--- src/rtl/lane_vote_rx.sv ---
// Majority-voting receiver for LANES replicated LSB-first serial lanes.
// It assembles W-bit frames, flags lane disagreement, and counts frames delivered with a mismatch.
module lane_vote_rx #(
  parameter int LANES = 3,
  parameter int W     = 8,
  parameter int CW    = 4
) (
  input  logic             clk,
  input  logic             rst_n,
  input  logic             in_valid,
  output logic             in_ready,
  input  logic             in_start,
  input  logic [LANES-1:0] in_bit,
  output logic             out_valid,
  input  logic             out_ready,
  output logic [W-1:0]     out_data,
  output logic             out_mismatch,
  output logic             out_tie,
  output logic             frame_abort,
  output logic [CW-1:0]    err_cnt
);

  localparam int CNTW = (W > 1) ? $clog2(W) : 1;
  localparam int ONW  = $clog2(LANES + 1);
  localparam logic [ONW-1:0]  HALF     = ONW'(LANES / 2);
  localparam logic [ONW-1:0]  ALL_ONES = ONW'(LANES);
  localparam bit              EVEN     = (LANES % 2) == 0;
  localparam logic [CNTW-1:0] LAST     = CNTW'(W - 1);

  typedef enum logic [1:0] {IDLE, SHIFT, HOLD} state_t;

  state_t          state_q, state_d;
  logic [CNTW-1:0] cnt_q, cnt_d;
  logic [W-1:0]    data_q, data_d;
  logic            mism_q, mism_d;
  logic            tie_q, tie_d;
  logic            abort_q, abort_d;
  logic            valid_q, valid_d;
  logic [CW-1:0]   err_q, err_d;

  logic [ONW-1:0]  ones;
  logic            vote_bit, bit_tie, bit_mism;
  logic            accept, start_frame;

  always_comb begin
    ones = '0;
    for (int unsigned i = 0; i < LANES; i++) ones = ones + ONW'(in_bit[i]);
  end

  assign vote_bit = ones > HALF;
  assign bit_tie  = EVEN && (ones == HALF);
  assign bit_mism = (ones != '0) && (ones != ALL_ONES);

  assign in_ready = (state_q == HOLD) ? out_ready : 1'b1;
  assign accept   = in_valid && in_ready;

  always_comb begin
    state_d     = state_q;
    cnt_d       = cnt_q;
    data_d      = data_q;
    mism_d      = mism_q;
    tie_d       = tie_q;
    abort_d     = 1'b0;
    err_d       = err_q;
    start_frame = 1'b0;

    unique case (state_q)
      IDLE: begin
        if (accept && in_start) start_frame = 1'b1;
      end
      SHIFT: begin
        if (accept) begin
          if (in_start) begin
            start_frame = 1'b1;
            abort_d     = 1'b1;
          end else begin
            data_d[cnt_q] = vote_bit;
            mism_d        = mism_q | bit_mism;
            tie_d         = tie_q | bit_tie;
            cnt_d         = cnt_q + CNTW'(1);
            if (cnt_q == LAST) state_d = HOLD;
          end
        end
      end
      HOLD: begin
        if (out_ready) begin
          if (mism_q && (err_q != '1)) err_d = err_q + CW'(1);
          if (accept && in_start) start_frame = 1'b1;
          else                    state_d     = IDLE;
        end
      end
      default: state_d = IDLE;
    endcase

    // A new bit0 restarts the word and the per-frame flags, whichever state it arrives in.
    if (start_frame) begin
      data_d    = '0;
      data_d[0] = vote_bit;
      mism_d    = bit_mism;
      tie_d     = bit_tie;
      cnt_d     = CNTW'(1);
      state_d   = (W == 1) ? HOLD : SHIFT;
    end

    valid_d = (state_d == HOLD);
  end

  always_ff @(posedge clk or negedge rst_n) begin
    if (!rst_n) begin
      state_q <= IDLE;
      cnt_q   <= '0;
      data_q  <= '0;
      mism_q  <= 1'b0;
      tie_q   <= 1'b0;
      abort_q <= 1'b0;
      valid_q <= 1'b0;
      err_q   <= '0;
    end else begin
      state_q <= state_d;
      cnt_q   <= cnt_d;
      data_q  <= data_d;
      mism_q  <= mism_d;
      tie_q   <= tie_d;
      abort_q <= abort_d;
      valid_q <= valid_d;
      err_q   <= err_d;
    end
  end

  assign out_valid    = valid_q;
  assign out_data     = data_q;
  assign out_mismatch = mism_q;
  assign out_tie      = tie_q;
  assign frame_abort  = abort_q;
  assign err_cnt      = err_q;

endmodule

--- config.mk ---
export PLATFORM = sky130hd
export DESIGN_NAME = lane_vote_rx
export DESIGN_NICKNAME = d
export VERILOG_FILES = /design/src/rtl/lane_vote_rx.sv
export SDC_FILE = /design/constraint.sdc
export NUM_CORES = 1
export LEC_CHECK = 0
export ABC_AREA = 1
export BUFFER_PORTS_ARGS = -buffer_cell sky130_fd_sc_hd__buf_2
export CAP_MARGIN = 40
export CORE_UTILIZATION = 47
export CTS_CLUSTER_SIZE = 14
export DETAILED_ROUTE_END_ITERATION = 8
export GPL_TIMING_DRIVEN = 0
export PLACE_DENSITY = 0.77
export RECOVER_POWER = 100
export SLEW_MARGIN = 0
export SYNTH_ARGS = -nofsm -noshare
export SYNTH_HDL_FRONTEND = slang
export SYNTH_SLANG_ARGS = --single-unit
--- constraint.sdc ---
create_clock -name clk -period 1.1 [get_ports clk]
set_input_delay 0.11 -clock clk [delete_from_list [all_inputs] [get_ports clk]]
set_output_delay 0.11 -clock clk [all_outputs]
set_load 0.02 [all_outputs]
# Word-level counts from Yosys, hierarchy flattened

Cells that the tools add are included.

Bitwise operators: 1
Add/subtract/negate cells: 4
Muxes and demuxes: 29
Magnitude comparators: 3
Reduce and logical (&&, ||, !) cells: 11
Eq/ne operators: 7

Operators by type and width:

| operator              | number |
|---|---|
| $mux W8               | 4 |
| $mux W2               | 6 |
| $mux W3               | 4 |
| $mux W1               | 11 |
| $bwmux W8             | 1 |
| $pmux W2 S3           | 1 |
| $reduce_and A3 Y1     | 2 |
| $reduce_bool A2 Y1    | 3 |
| $logic_and A1 B1 Y1   | 5 |
| $add A4 B1 Y4 const B | 1 |
| $eq A2 B2 Y1 const B  | 2 |
| $lt A3 B4 Y1 const B  | 1 |
| $ne A4 B4 Y1 const B  | 1 |
| $add A3 B1 Y3 const B | 1 |
| $demux W1 S3          | 1 |
| $eq A3 B3 Y1 const B  | 1 |
| $ge A3 B1 Y1 const B  | 1 |
| $pmux W1 S3           | 1 |
| $add A1 B1 Y2         | 1 |
| $add A2 B1 Y2         | 1 |
| $eq A2 B1 Y1 const B  | 1 |
| $gt A2 B1 Y1 const B  | 1 |
| $logic_not A2 Y1      | 1 |
| $ne A2 B1 Y1 const B  | 1 |
| 2 further kinds       | 2 |

Bits in registers: 20
Output and inout bits: 17
Word-level logic and storage cells: 62
Input port bits: 8

# Logic depth before layout (Yosys ltp)

Word-level depth: 9
Mapped depth: 11
Mapped depth without buffers: 10

# Least setup slack after synthesis

No wires, ideal clock.

Kind: reg2reg
Start: register state_q[0]
End: register data_q[0] (netlist: out_data[0])
Arrival: 1,176 ps
Cell stages (with the launch flop): 12
Required time: 984 ps
Slack: -193 ps
Setup time: 116 ps
Period minus slack after synthesis: 1,293 ps
Path buffers: 1
Cells stage by stage: dfrtp_1 inv_2 nand3_2 nand2_2 inv_2 nand2_2 nand2_2 buf_6 nand2_2 inv_2 nand2_1 nand2_1

Word-level cells in the longest chain between the ends: 9
Elaborated cells between the ends (all ways): 15
Those cells by class: eq/ne (3); mux (6); reduce/logical (6)

RTL lines:

| item                                                         | line   | source |
|---|---|---|
| start, declared                                              | 32     | `state_t state_q, state_d;` |
| start signal, assigned                                       | 119    | `state_q <= state_d;` |
| $eq A2 B2 Y1 *                                               | 54     | `assign in_ready = (state_q == HOLD) ? out_ready : 1'b1;` |
| $mux W1 *                                                    | 54     |  |
| named net in_ready                                           | 11     | `output logic in_ready,` |
| $logic_and A1 B1 Y1 *                                        | 55     | `assign accept = in_valid && in_ready;` |
| $logic_and A1 B1 Y1                                          | 69, 88 |  |
| $mux W1                                                      | 69, 88 |  |
| $mux W1                                                      | 86     | `if (out_ready) begin` |
| $pmux W1 S3                                                  | 67     | `unique case (state_q)` |
| $ne A2 B1 Y1 (no line) or $reduce_bool A2 Y1 (tied branches) | n/a    |  |
| $reduce_and A3 Y1 (no line)                                  | n/a    |  |
| end signal, assigned                                         | 121    | `data_q <= data_d;` |
| end, declared                                                | 34     | `logic [W-1:0] data_q, data_d;` |

The timed path passes the listed nets; every way through them passes the cells marked *.
A chain may end at the register's enable or synchronous reset.

# Worst setup path after layout

Start: register state_q[0]
End: register data_q[0] (netlist: out_data[0])

Word-level cells in the longest chain between the ends: 9
Elaborated cells between the ends (all ways): 15
Those cells by class: eq/ne (3); mux (6); reduce/logical (6)

RTL lines:

| item                                                         | line |
|---|---|
| $eq A2 B2 Y1                                                 | 54, 67 |
| $mux W1                                                      | 54 |
| $logic_and A1 B1 Y1                                          | 55 |
| $logic_and A1 B1 Y1                                          | 69, 88 |
| $mux W1                                                      | 69, 88 |
| $mux W1                                                      | 86 |
| $pmux W1 S3                                                  | 67 |
| $ne A2 B1 Y1 (no line) or $reduce_bool A2 Y1 (tied branches) | n/a |
| $reduce_and A3 Y1 (no line)                                  | n/a |

Parallel ways exist; a longest one is shown, timed or not.

==> run_results.csv <==
group,metric,value,unit
setup_path,path_class,"reg -> reg",
detailed_routing,ant_nets,0,
clock_tree,htreeDepth,1,
hold_path,min_path_type,"in -> reg",
floorplanning,core-area,0.00219,mm^2
setup_path,critPathLaunchType,"register",
floorplanning,die_h,50.0,um
sta,clock_skew,0.0118,ns
layout,layout.cells.non_filler,191,
yosys,ys.flop_type,"dfrtp_1",
sta,worst_slew_pin_slew,0.501,ns
setup_path,worst_path_most_repeated_cell,"nand2_4",
floorplanning,std_cell_rows,17,
floorplanning,ios,25,
power_and_ir_drop,leakage,0.739,nW
sta,setup_viol,20,
layout,regArea,503,um^2
layout,area_delta_synth_final,38.2,%
layout,multiInputGateArea,618,um^2
yosys,yosysSeqAreaShare,46.3,%
setup_path,path_cells,"inv_4 > nand3_4 > nand2_4 > inv_4 > nand2_4 > nand2_4 > buf_6 > nand2_4 > inv_2 > nand2_2 > nand2_1",
yosys,synth_common_cells,"nand2_1, dfrtp_1, inv_1, nand4_1, o21ai_1",
detailed_routing,first_pass_iters,4,
setup_path,endpoint_kind,"register",
placement,dp.cells,178,
sta,period_needed,1.32,ns
yosys,syn_avg_cell_area,8.51,um^2
yosys,synth-seq-cells,20,
sta,fmax,755,MHz
floorplanning,start_util,49.3,%
layout,finish.utilization,68.2,%
placement,port-buffer-count,23,
layout,nets,176,
setup_path,cp_slowest_cell,"dfrtp_2",
setup_path,cpPeakStageDelay,0.46,ns
grt,grt_usage,20.7,%
clock_tree,ctsRootBufferMaster,"clkbuf_4",
yosys,yosysWarnings,0,
detailed_routing,wl,2430,um
floorplanning,chipWidth,50.0,um
yosys,ys_async_sr_fraction,100,%
power_and_ir_drop,peakVddDrop,1180,uV
power_and_ir_drop,power.total,0.00277,W
clock_tree,cts.clk_slew.worst_paths,0.13,ns
power_and_ir_drop,powerDensity,1860,mW/mm^2
detailed_routing,post_drt_via_cell_ratio,5.17,
yosys,synth_area_leaders,"dfrtp_1, nand2_1, nand4_1",
placement,place.gp.congestion,0.907,
yosys,syn-cell-area,0.00108,mm^2
sta,relSlewSlack,66.6,%
detailed_routing,first_iter_violations,13,
detailed_routing,vias,988,
clock_tree,clock_latency,0.32,ns
placement,dp_hpwl,1630,um
placement,dp_slack,-0.244,ns
flow_run,maxCapViolCount,0,
yosys,netlist_instances,127,
grt,grt_max_degree,21,
setup_path,ff2ff_setup_slack,-0.22,ns
layout,n_antenna_cell,0,
clock_tree,cts_made_buffers,3,
sta,finalWorstSetupSlack,-0.225,ns
sta,whs,0.140,ns
sta,rsz0062_at_grt,"true",
yosys,synth.most_common_cell,"nand2_1",
yosys,synth_nets,139,
yosys,netlist.area_leader.share,46.3,%
floorplanning,die_area,0.00250,mm^2
sta,period_share,120,%
grt,grt_first_pass_wirelength,3880,um
layout,n_fill_cell,185,
outcome,violations,"negative setup slack",
sta,finalHoldViolations,0,
yosys,synth_top_area_cell,"dfrtp_1",
grt,grt_pass1_vias,883,
clock_tree,ctsLongestPathBuffers,2,
grt,grt_antenna_before_repair,0,
layout,drive_above_1_share,43.6,%
detailed_routing,wl_per_cell,12.7,um
setup_path,crit_arrival,1.54,ns
detailed_routing,drc,0,
setup_path,cp_max_fo,5,
outcome,status,"finished with violations",
sta,slew_violations,0,
yosys,synth_edf_count,0,
yosys,synth_cell_types,25,
clock_tree,cts_tree,"yes",
grt,grt_overflow_total,0,
clock_tree,clock-sinks,20,
setup_path,required,1.31,ns
[worst max-delay path, delay by kind of cell (launching register included)]
| kind | cells | cell delay, ns |
|---|---|---|
| and+or+nand+nor | 7 | 0.48 |
| buffers and inverters | 4 | 0.29 |
| DFF | 1 | 0.46 |
[path summary, 6_finish.rpt]
path / from / endpoint / cells after the start
setup / recovery: state_q[0] / out_data[0] / 11
min in group asynchronous: rst_n / out_valid / 2
max in group asynchronous: rst_n / state_q[1] / 2
setup reg to reg: state_q[0] / out_data[0] / 11
hold reg to reg: out_data[7] / out_data[7] / 2
hold / removal: out_ready / err_cnt[0] / 3
[layout by cell type, fill, tap and decap left out, types with 2 or more instances in the layout]
cell and count:
nand2_1 23, dfrtp_1 18, clkbuf_2 11, nand4_1 10
buf_2 10, inv_1 9, nor3_1 8, o21ai_2 7
buf_4 6, o21ai_1 5, nand2_4 4, nor2_2 4
buf_6 4, clkbuf_4 4, inv_2 3, nand3_1 3
xor2_1 3, nand2_2 3, clkbuf_1 3, inv_4 2
nand3_4 2, o21ai_0 2, a21oi_2 2, nand3_2 2
dfrtp_2 2
[routing by layer]
layer  global-route usage (%)  wire (um)  vias to the layer above
li1                         -          -                      500
met1                     27.3       1100                      460
met2                     35.1       1220                       26
met3                     2.78         88                        2
met4                     5.71         22                        0
met5                        0          0                        -
[flip-flops by register name, summed over array words and instances (netlist names)]
signal        flops
cnt_q             3
err_cnt           4
frame_abort       1
out_data          8
out_mismatch      1
out_valid         1
state_q           2
[through the flow]
step	instance area (um^2)	setup TNS, ns
2_1_floorplan	1130	-1.53
3_3_place_gp	1280	-2.56
3_5_place_dp	1280	-3.38
4_1_cts	1400	-2.73
5_1_grt	1490	-4.71
6_report	1490	-3.01
[logic make-up after synthesis]
logic type,after synthesis,share of synthesized area [%]
adder cells (fa/ha/maj),4,5.32
flip-flops,20,46.3
AO/OA/AOI/OAI,18,8.56
buffers and inverters,19,8.10
XOR/XNOR,4,3.24
AND/OR/NAND/NOR,61,28.1
other,1,0.347
[timing repair]
| item | CTS | global route |
|---|---|---|
| gates resized for setup | 10 | 25 |
| hold buffers | 1 | 0 |
| buffers inserted | 5 | 2 |
| pin swaps | 3 | 8 |
| hold endpoints to repair | 20 | 0 |
| gates cloned | 0 | 1 |
| setup endpoints to repair | 20 | 20 |
[cell type report]
class | count | area share [%]
inverters | 14 | 3.85
clock buffers | 3 | 1.51
clock inverters | 1 | 2.01
repair buffers | 32 | 12.2
plain buffers | 5 | 3.02
flip-flops and latches | 20 | 33.7
multi-input cells | 88 | 41.4
well taps | 28 | 2.35
[report_power, final]
| group | total, W | internal [W] | leakage [nW] | switching, W |
|---|---|---|---|---|
| clock network | 0.000622 | 0.000369 | 0.0279 | 0.000253 |
| logic | 0.00110 | 0.000416 | 0.450 | 0.000687 |
| registers | 0.00105 | 0.000910 | 0.261 | 0.000139 |
Power figures use the tool's default switching activity.
